**src/rtl/alu_pkg.sv**
```systemverilog
// Shared opcode encodings, flag indices and state types for the sequential ALU.
package alu_pkg;

   localparam int unsigned FLAG_W = 5;
   localparam int unsigned FLAG_C = 4;
   localparam int unsigned FLAG_L = 3;
   localparam int unsigned FLAG_F = 2;
   localparam int unsigned FLAG_Z = 1;
   localparam int unsigned FLAG_N = 0;

   // op_hi values
   localparam logic [3:0] OP_HI_RTYPE = 4'b0000;
   localparam logic [3:0] OP_HI_ANDI  = 4'b0001;
   localparam logic [3:0] OP_HI_ORI   = 4'b0010;
   localparam logic [3:0] OP_HI_XORI  = 4'b0011;
   localparam logic [3:0] OP_HI_ADDI  = 4'b0101;
   localparam logic [3:0] OP_HI_SHIFT = 4'b1000;
   localparam logic [3:0] OP_HI_SUBI  = 4'b1001;
   localparam logic [3:0] OP_HI_CMPI  = 4'b1011;
   localparam logic [3:0] OP_HI_MOVI  = 4'b1101;
   localparam logic [3:0] OP_HI_LUI   = 4'b1111;

   // op_ext values (register forms and shift group)
   localparam logic [3:0] OP_EXT_AND  = 4'b0001;
   localparam logic [3:0] OP_EXT_OR   = 4'b0010;
   localparam logic [3:0] OP_EXT_XOR  = 4'b0011;
   localparam logic [3:0] OP_EXT_LSH  = 4'b0100;
   localparam logic [3:0] OP_EXT_ADD  = 4'b0101;
   localparam logic [3:0] OP_EXT_ASHU = 4'b0110;
   localparam logic [3:0] OP_EXT_SUB  = 4'b1001;
   localparam logic [3:0] OP_EXT_CMP  = 4'b1011;
   localparam logic [3:0] OP_EXT_MOV  = 4'b1101;
   localparam logic [3:0] OP_EXT_MUL  = 4'b1110;

   typedef enum logic [1:0] {IDLE, BUSY, DONE} state_t;

   typedef enum logic [1:0] {IT_SHL, IT_SHR, IT_SAR, IT_MUL} iter_mode_t;

   typedef enum logic [3:0] {
      K_AND, K_OR, K_XOR, K_ADD, K_SUB, K_CMP, K_MOV, K_MUL, K_LUI, K_SHIFT, K_ILL
   } kind_t;

endpackage

```
**src/rtl/alu_iter_unit.sv**
```systemverilog
// Iterative engine: one shift step or one shift-add MUL step per cycle.
module alu_iter_unit
   import alu_pkg::*;
#(
   parameter int unsigned WIDTH = 16,
   parameter int unsigned AMT_W = $clog2(WIDTH) + 1
) (
   input  logic             clk,
   input  logic             rst_n,
   input  logic             start,
   input  logic             step,
   input  logic [1:0]       mode,
   input  logic [AMT_W-1:0] count,
   input  logic [WIDTH-1:0] a,
   input  logic [WIDTH-1:0] b,
   output logic             done_c,
   output logic [WIDTH-1:0] res_c
);

   logic [AMT_W-1:0] cnt;
   iter_mode_t       mode_q;
   logic [WIDTH-1:0] acc;
   logic [WIDTH-1:0] mcand;
   logic [WIDTH-1:0] mplier;

   // Value acc takes after the current step; presented so the final step lands in the output register directly
   always_comb begin
      res_c = acc;
      case (mode_q)
         IT_SHL:  res_c = acc << 1;
         IT_SHR:  res_c = acc >> 1;
         IT_SAR:  res_c = {acc[WIDTH-1], acc[WIDTH-1:1]};
         default: res_c = acc + (mplier[0] ? mcand : '0);
      endcase
   end

   assign done_c = step && (cnt == AMT_W'(1));

   always_ff @(posedge clk or negedge rst_n) begin
      if (!rst_n) begin
         cnt    <= '0;
         mode_q <= IT_SHL;
         acc    <= '0;
         mcand  <= '0;
         mplier <= '0;
      end else if (start) begin
         cnt    <= count;
         mode_q <= iter_mode_t'(mode);
         acc    <= (iter_mode_t'(mode) == IT_MUL) ? '0 : a;
         mcand  <= a;
         mplier <= b;
      end else if (step && (cnt != '0)) begin
         cnt    <= cnt - AMT_W'(1);
         acc    <= res_c;
         mcand  <= mcand << 1;
         mplier <= mplier >> 1;
      end
   end

endmodule

```
**src/rtl/alu_seq.sv**
```systemverilog
// Multi-cycle CR16-style ALU with registered PSR and valid/ready on both sides.
module alu_seq
   import alu_pkg::*;
#(
   parameter int unsigned WIDTH = 16,
   parameter int unsigned IMM_W = 8,
   parameter int unsigned AMT_W = $clog2(WIDTH) + 1
) (
   input  logic              clk,
   input  logic              rst_n,
   input  logic              in_valid,
   output logic              in_ready,
   input  logic [7:0]        opcode,
   input  logic [WIDTH-1:0]  a,
   input  logic [WIDTH-1:0]  b,
   output logic              out_valid,
   input  logic              out_ready,
   output logic [WIDTH-1:0]  result,
   output logic              wb_en,
   output logic              illegal,
   output logic [FLAG_W-1:0] flags
);

   state_t             state, state_n;
   kind_t              kind;
   logic [3:0]         op_hi, op_ext;
   logic [WIDTH-1:0]   bv, sext, zext;
   logic [WIDTH:0]     sum;
   logic [WIDTH-1:0]   diff;
   logic [WIDTH-1:0]   sc_res;
   logic               sc_wb, sc_ill;
   logic [FLAG_W-1:0]  flags_n;
   logic [AMT_W-1:0]   amt, mag, it_count;
   iter_mode_t         it_mode;
   logic               is_iter, accept, start, ld_sc, ld_it, it_done_c;
   logic [WIDTH-1:0]   it_res_c;

   assign op_hi  = opcode[7:4];
   assign op_ext = opcode[3:0];
   assign sext   = {{(WIDTH-IMM_W){b[IMM_W-1]}}, b[IMM_W-1:0]};
   assign zext   = WIDTH'(b[IMM_W-1:0]);

   // Decode into an operation kind and the effective second operand
   always_comb begin
      kind = K_ILL;
      bv   = b;
      case (op_hi)
         OP_HI_RTYPE: begin
            case (op_ext)
               OP_EXT_AND: kind = K_AND;
               OP_EXT_OR:  kind = K_OR;
               OP_EXT_XOR: kind = K_XOR;
               OP_EXT_ADD: kind = K_ADD;
               OP_EXT_SUB: kind = K_SUB;
               OP_EXT_CMP: kind = K_CMP;
               OP_EXT_MOV: kind = K_MOV;
               OP_EXT_MUL: kind = K_MUL;
               default:    kind = K_ILL;
            endcase
         end
         OP_HI_ANDI:  begin kind = K_AND; bv = zext; end
         OP_HI_ORI:   begin kind = K_OR;  bv = zext; end
         OP_HI_XORI:  begin kind = K_XOR; bv = zext; end
         OP_HI_MOVI:  begin kind = K_MOV; bv = zext; end
         OP_HI_ADDI:  begin kind = K_ADD; bv = sext; end
         OP_HI_SUBI:  begin kind = K_SUB; bv = sext; end
         OP_HI_CMPI:  begin kind = K_CMP; bv = sext; end
         OP_HI_LUI:   kind = K_LUI;
         OP_HI_SHIFT: begin
            if (op_ext == OP_EXT_LSH || op_ext == OP_EXT_ASHU) kind = K_SHIFT;
         end
         default:     kind = K_ILL;
      endcase
   end

   assign sum  = {1'b0, a} + {1'b0, bv};
   assign diff = a - bv;

   // Single-cycle results and flag updates; untouched flags carry over
   always_comb begin
      sc_res  = '0;
      sc_wb   = 1'b1;
      sc_ill  = 1'b0;
      flags_n = flags;
      case (kind)
         K_AND: sc_res = a & bv;
         K_OR:  sc_res = a | bv;
         K_XOR: sc_res = a ^ bv;
         K_MOV: sc_res = bv;
         K_LUI: sc_res = {b[IMM_W-1:0], {(WIDTH-IMM_W){1'b0}}};
         K_ADD: begin
            sc_res          = sum[WIDTH-1:0];
            flags_n[FLAG_C] = sum[WIDTH];
            flags_n[FLAG_F] = (a[WIDTH-1] == bv[WIDTH-1]) && (sum[WIDTH-1] != a[WIDTH-1]);
         end
         K_SUB: begin
            sc_res          = diff;
            flags_n[FLAG_C] = a < bv;
            flags_n[FLAG_F] = (a[WIDTH-1] != bv[WIDTH-1]) && (diff[WIDTH-1] != a[WIDTH-1]);
         end
         K_CMP: begin
            sc_wb           = 1'b0;
            flags_n[FLAG_Z] = a == bv;
            flags_n[FLAG_L] = a < bv;
            flags_n[FLAG_N] = $signed(a) < $signed(bv);
         end
         K_SHIFT: sc_res = a;
         K_MUL:   sc_res = '0;
         default: begin
            sc_wb  = 1'b0;
            sc_ill = 1'b1;
         end
      endcase
   end

   // Iterative setup: signed shift amount magnitude selects the step count
   assign amt = b[AMT_W-1:0];
   assign mag = amt[AMT_W-1] ? (~amt + AMT_W'(1)) : amt;

   always_comb begin
      it_mode  = IT_SHL;
      it_count = mag;
      if (kind == K_MUL) begin
         it_mode  = IT_MUL;
         it_count = AMT_W'(WIDTH);
      end else if (amt[AMT_W-1]) begin
         it_mode  = (op_ext == OP_EXT_ASHU) ? IT_SAR : IT_SHR;
      end
   end

   assign is_iter = (kind == K_MUL) || ((kind == K_SHIFT) && (mag != '0));

   always_comb begin
      state_n  = state;
      start    = 1'b0;
      ld_sc    = 1'b0;
      ld_it    = 1'b0;
      in_ready = (state == IDLE) || ((state == DONE) && out_ready);
      accept   = in_valid && in_ready;
      case (state)
         IDLE, DONE: begin
            if ((state == DONE) && out_ready) state_n = IDLE;
            if (accept) begin
               if (is_iter) begin
                  state_n = BUSY;
                  start   = 1'b1;
               end else begin
                  state_n = DONE;
                  ld_sc   = 1'b1;
               end
            end
         end
         BUSY: begin
            if (it_done_c) begin
               state_n = DONE;
               ld_it   = 1'b1;
            end
         end
         default: state_n = IDLE;
      endcase
   end

   assign out_valid = (state == DONE);

   always_ff @(posedge clk or negedge rst_n) begin
      if (!rst_n) state <= IDLE;
      else        state <= state_n;
   end

   always_ff @(posedge clk or negedge rst_n) begin
      if (!rst_n) begin
         result  <= '0;
         wb_en   <= 1'b0;
         illegal <= 1'b0;
         flags   <= '0;
      end else if (ld_sc) begin
         result  <= sc_res;
         wb_en   <= sc_wb;
         illegal <= sc_ill;
         flags   <= flags_n;
      end else if (ld_it) begin
         result  <= it_res_c;
         wb_en   <= 1'b1;
         illegal <= 1'b0;
      end
   end

   alu_iter_unit #(
      .WIDTH (WIDTH),
      .AMT_W (AMT_W)
   ) u_iter (
      .clk    (clk),
      .rst_n  (rst_n),
      .start  (start),
      .step   (state == BUSY),
      .mode   (it_mode),
      .count  (it_count),
      .a      (a),
      .b      (b),
      .done_c (it_done_c),
      .res_c  (it_res_c)
   );

endmodule

```
**config.mk**
```make
export PLATFORM = sky130hd
export DESIGN_NAME = alu_seq
export DESIGN_NICKNAME = d
export VERILOG_FILES = /design/src/rtl/alu_pkg.sv /design/src/rtl/alu_iter_unit.sv /design/src/rtl/alu_seq.sv
export SDC_FILE = /design/constraint.sdc
export NUM_CORES = 1
export LEC_CHECK = 0
export CORE_ASPECT_RATIO = 0.7
export CORE_MARGIN = 5
export CORE_UTILIZATION = 62
export DETAILED_ROUTE_END_ITERATION = 10
export PLACE_DENSITY = 0.85
export SYNTH_ARGS = -nofsm -noshare
export SYNTH_HDL_FRONTEND = slang
export SYNTH_SLANG_ARGS = --single-unit
```
**constraint.sdc**
```tcl
create_clock -name clk -period 8.2 [get_ports clk]
set_clock_uncertainty 0.15 [all_clocks]
set_input_delay 1.64 -clock clk [delete_from_list [all_inputs] [get_ports clk]]
set_output_delay 1.64 -clock clk [all_outputs]
set_load 0.005 [all_outputs]
```
==> flow_summary.yaml <==
logic_synthesis:
  post_synth_num_cell_types: 76
  ys.warnings.count: 0
  portion_of_synthesized_cell_area_occupied_by_the_leading_cell_type: 0.256
  synthesis.area_per_instance_um2: 7.77
  syn_nets: 1123
  post_synth_edffs: 0
  async_flop_share: 1.00
  synthCells: 1005
  postSynthRegisterBits: 80
  ys_top_cells_by_area: "sky130_fd_sc_hd__dfrtp_1 (26%), sky130_fd_sc_hd__ha_1 (11%), sky130_fd_sc_hd__nand2_1 (5.7%)"
  seq_area_frac_synth: 0.256
  mappedNetlistArea_um2: 7810
  main_flop_type_after_synthesis: "sky130_fd_sc_hd__dfrtp_1"
  post-synth-top-area-cell: "sky130_fd_sc_hd__dfrtp_1"
clock_tree:
  number_of_cts_inserted_buffers: 9
  cts.clk_slew.worst_paths_ns: 0.07
  clockRootBuffer: "sky130_fd_sc_hd__clkbuf_16"
  clk_path_buf_depth: 2
  postCtsHoldBufs: 0
  cts_num_sinks: 80
  clk-insertion-delay-late_ns: 0.34
  number_of_gates_resized_after_cts: 0
  cts.repair_timing.setup_buffer_count: 0
  htreeDepth: 3
  tritoncts_clock_tree: "built"
route:
  routed-via-count: 8087
  final_antenna_net_count: 0
  detail_route.vias_per_cell: 6.75
  drt-wirelength-per-cell_um: 21.6
  detail_route.iter0.violations: 1078
  drc: 0
  detailedRoute.firstPassIterationCount: 8
  wl_um: 25900
setup_path:
  r2r-end: "u_iter.acc[14]$_DFFE_PN0P_"
  timing.critical_path.from: "opcode[7]"
  crit_path_cell_trace: "clkdlybuf4s50_1, inv_1, a21oi_1, a31oi_1, o21ai_1, o21a_1, inv_1, ha_1, nor3_1, a21boi_0, o31a_1, a221oi_1, a21oi_1, a2111oi_0, o22ai_1"
  crit_path_end_kind: "flip-flop"
  r2r_cells: 13
  worst_r2r_startpoint: "u_iter.mplier[0]$_DFFE_PN0P_"
  slowest_delay_ns: 0.67
  reg2reg_slack_ns: 4.29
  crit_end: "result[12]$_DFFE_PN0P_"
  criticalPathCategory: "in -> reg"
  critical-path-slowest-cell: "sky130_fd_sc_hd__clkdlybuf4s50_1"
  critical_path_arrival_ns: 5.75
  crit_path_max_fanout: 10
  critPathLaunchType: "input port"
  cp_data_required_time_ns: 8.25
floorplan:
  design.portCount: 69
  floorplan.initialDensity: 0.631
  die-height_um: 104
  design.core.area_um2: 12400
  dieWidth_um: 144
  dieArea_um2: 15000
  fp-row-count: 34
sta:
  hold_ws_ns: 0.328
  worst-slew-pin-transition_ns: 1.10
  grt_setup_unrepaired: "no"
  timing.fmax_mhz: 175
  setup_tns_ns: 0
  period_needed_ns: 5.70
  finalMaxSlewViolations: 0
  post-route-period-util: 0.695
  report.final.hold_viol_count: 0
  total_setup_violations_reported_at_the_end_of_the_flow: 0
  slew-limit-headroom: 0.267
finish:
  nNetsFinal: 1149
  diodes: 0
  drive_gt1_frac: 0.0492
  final.fill_count: 1029
  final_design_area_no_fill_um2: 8850
  syn2layout_area_growth_pct: 13.4
status:
  result_of_the_run: "finished, final reports clean"
pwr:
  irDropWorstVdd_mv: 0.177
  pwr_density_cell_nw_per_um2: 251
  p_leak_nw: 3.84
global_route:
  grt_pass1_vias: 7400
  grt_pass1_wl_um: 41200
  grt.total_usage: 0.346
  grt_antenna_before_repair: 0
  grt_start_max_net_pins: 61
  grt-ovfl-total: 0
placement:
  placedInstanceArea_um2: 8520
  detailed_place_hpwl_um: 19200
  port_buffers: 68
  gp_congestion: 0.996
flow_run:
  drv_cap: 0
worst_hold_path:
  timing.hold.worst.class: "reg -> reg"
==> cell usage after synthesis, drive strengths merged, types with 20 or more instances <==
master / count
a21oi: 79
nor3: 28
o21ai: 71
dfrtp: 80
and2: 20
nand3: 29
inv: 60
clkbuf: 42
nand2: 119
nor2: 71
ha: 71
a22oi: 38
buf: 22
mux2i: 23
==> final cells by class <==
cell class	instances	area [µm²]	area share
multi-input cells	801	5330	0.602
flip-flops and latches	80	2000	0.226
inverters	60	225	0.0254
well taps	162	203	0.0229
clock buffers	10	239	0.0270
clock inverters	6	91.3	0.0103
repair buffers	79	761	0.0859
==> logic make-up (layout without fill, tap and decap cells) <==
kind of cell,count (synthesis),after routing,share of synthesized area
XOR/XNOR,22,22,0.0247
multiplexers,24,24,0.0309
flip-flops,80,80,0.256
AO/OA/AOI/OAI,355,355,0.307
adder cells (fa/ha/maj),74,74,0.121
AND/OR/NAND/NOR,326,326,0.195
buffers and inverters,124,155,0.0643
==> report_power, final <==
part / leakage (nW) / total, W / switching, W / internal (W)
combinational: 2.67 / 0.00106 / 0.000608 / 0.000451
sequential: 1.00 / 0.000705 / 0.000154 / 0.000550
clock: 0.163 / 0.000457 / 0.000180 / 0.000277
==> worst min-delay path by stage <==
stage               depth (start not counted)                          from                           end  slack (ns)
floorplan                                   2  u_iter.mcand[15]$_DFFE_PN0P_  u_iter.mcand[15]$_DFFE_PN0P_        0.30
global placement                            2  u_iter.mplier[2]$_DFFE_PN0P_  u_iter.mplier[2]$_DFFE_PN0P_        0.31
detailed placement                          2  u_iter.mplier[2]$_DFFE_PN0P_  u_iter.mplier[2]$_DFFE_PN0P_        0.31
CTS                                         2  u_iter.mplier[2]$_DFFE_PN0P_  u_iter.mplier[2]$_DFFE_PN0P_        0.33
global route                                2  u_iter.mplier[2]$_DFFE_PN0P_  u_iter.mplier[2]$_DFFE_PN0P_        0.35
finish                                      2          flags[0]$_DFFE_PN0P_          flags[0]$_DFFE_PN0P_        0.33
==> state kept, by name (all words and copies together), names as in the netlist <==
signal and cells:
result 16, u_iter.mcand 16, wb_en 1, illegal 1, state 2, flags 5
u_iter.mode_q 2, u_iter.acc 16, u_iter.mplier 16, u_iter.cnt 5
==> per-stage QoR <==
| step | setup slack [ns] | power, W | util | cells |
|---|---|---|---|---|
| global placement | 2.36 | 0.00170 | 0.688 | 1182 |
| floorplan | 3.28 | 0.00140 | - | 1005 |
| CTS | 2.61 | 0.00219 | 0.715 | 1198 |
| finish | 2.50 | 0.00222 | 0.715 | 1198 |
| detailed placement | 2.30 | 0.00173 | 0.688 | 1182 |
| global route | 2.07 | 0.00238 | 0.715 | 1198 |
==> metal layers <==
| metal | global-route usage | vias up | wire, µm |
|---|---|---|---|
| met5 | 0 | - | 0 |
| met4 | 0.0995 | 0 | 767 |
| met3 | 0.110 | 63 | 3660 |
| met2 | 0.470 | 524 | 10400 |
| met1 | 0.521 | 3780 | 11100 |
| li1 | - | 3720 | - |
==> worst max-delay path: cells and delay by family <==
family / cells / cell delay, ns
AO/OA/AOI/OAI: 10 / 2.36
adder cells (fa/ha/maj): 1 / 0.39
buffers and inverters: 3 / 0.86
AND/OR/NAND/NOR: 1 / 0.48
==> placed cells by master, fill, tap and decap left out, types with 29 or more instances in the layout <==
cell / count
sky130_fd_sc_hd__o21ai_0: 70
sky130_fd_sc_hd__ha_1: 71
sky130_fd_sc_hd__nor2_1: 69
sky130_fd_sc_hd__dfrtp_1: 80
sky130_fd_sc_hd__inv_1: 60
sky130_fd_sc_hd__a22oi_1: 38
sky130_fd_sc_hd__clkdlybuf4s50_1: 67
sky130_fd_sc_hd__nand2_1: 119
sky130_fd_sc_hd__a21oi_1: 78
sky130_fd_sc_hd__nand3_1: 29
(Power assumes the default switching activity.)
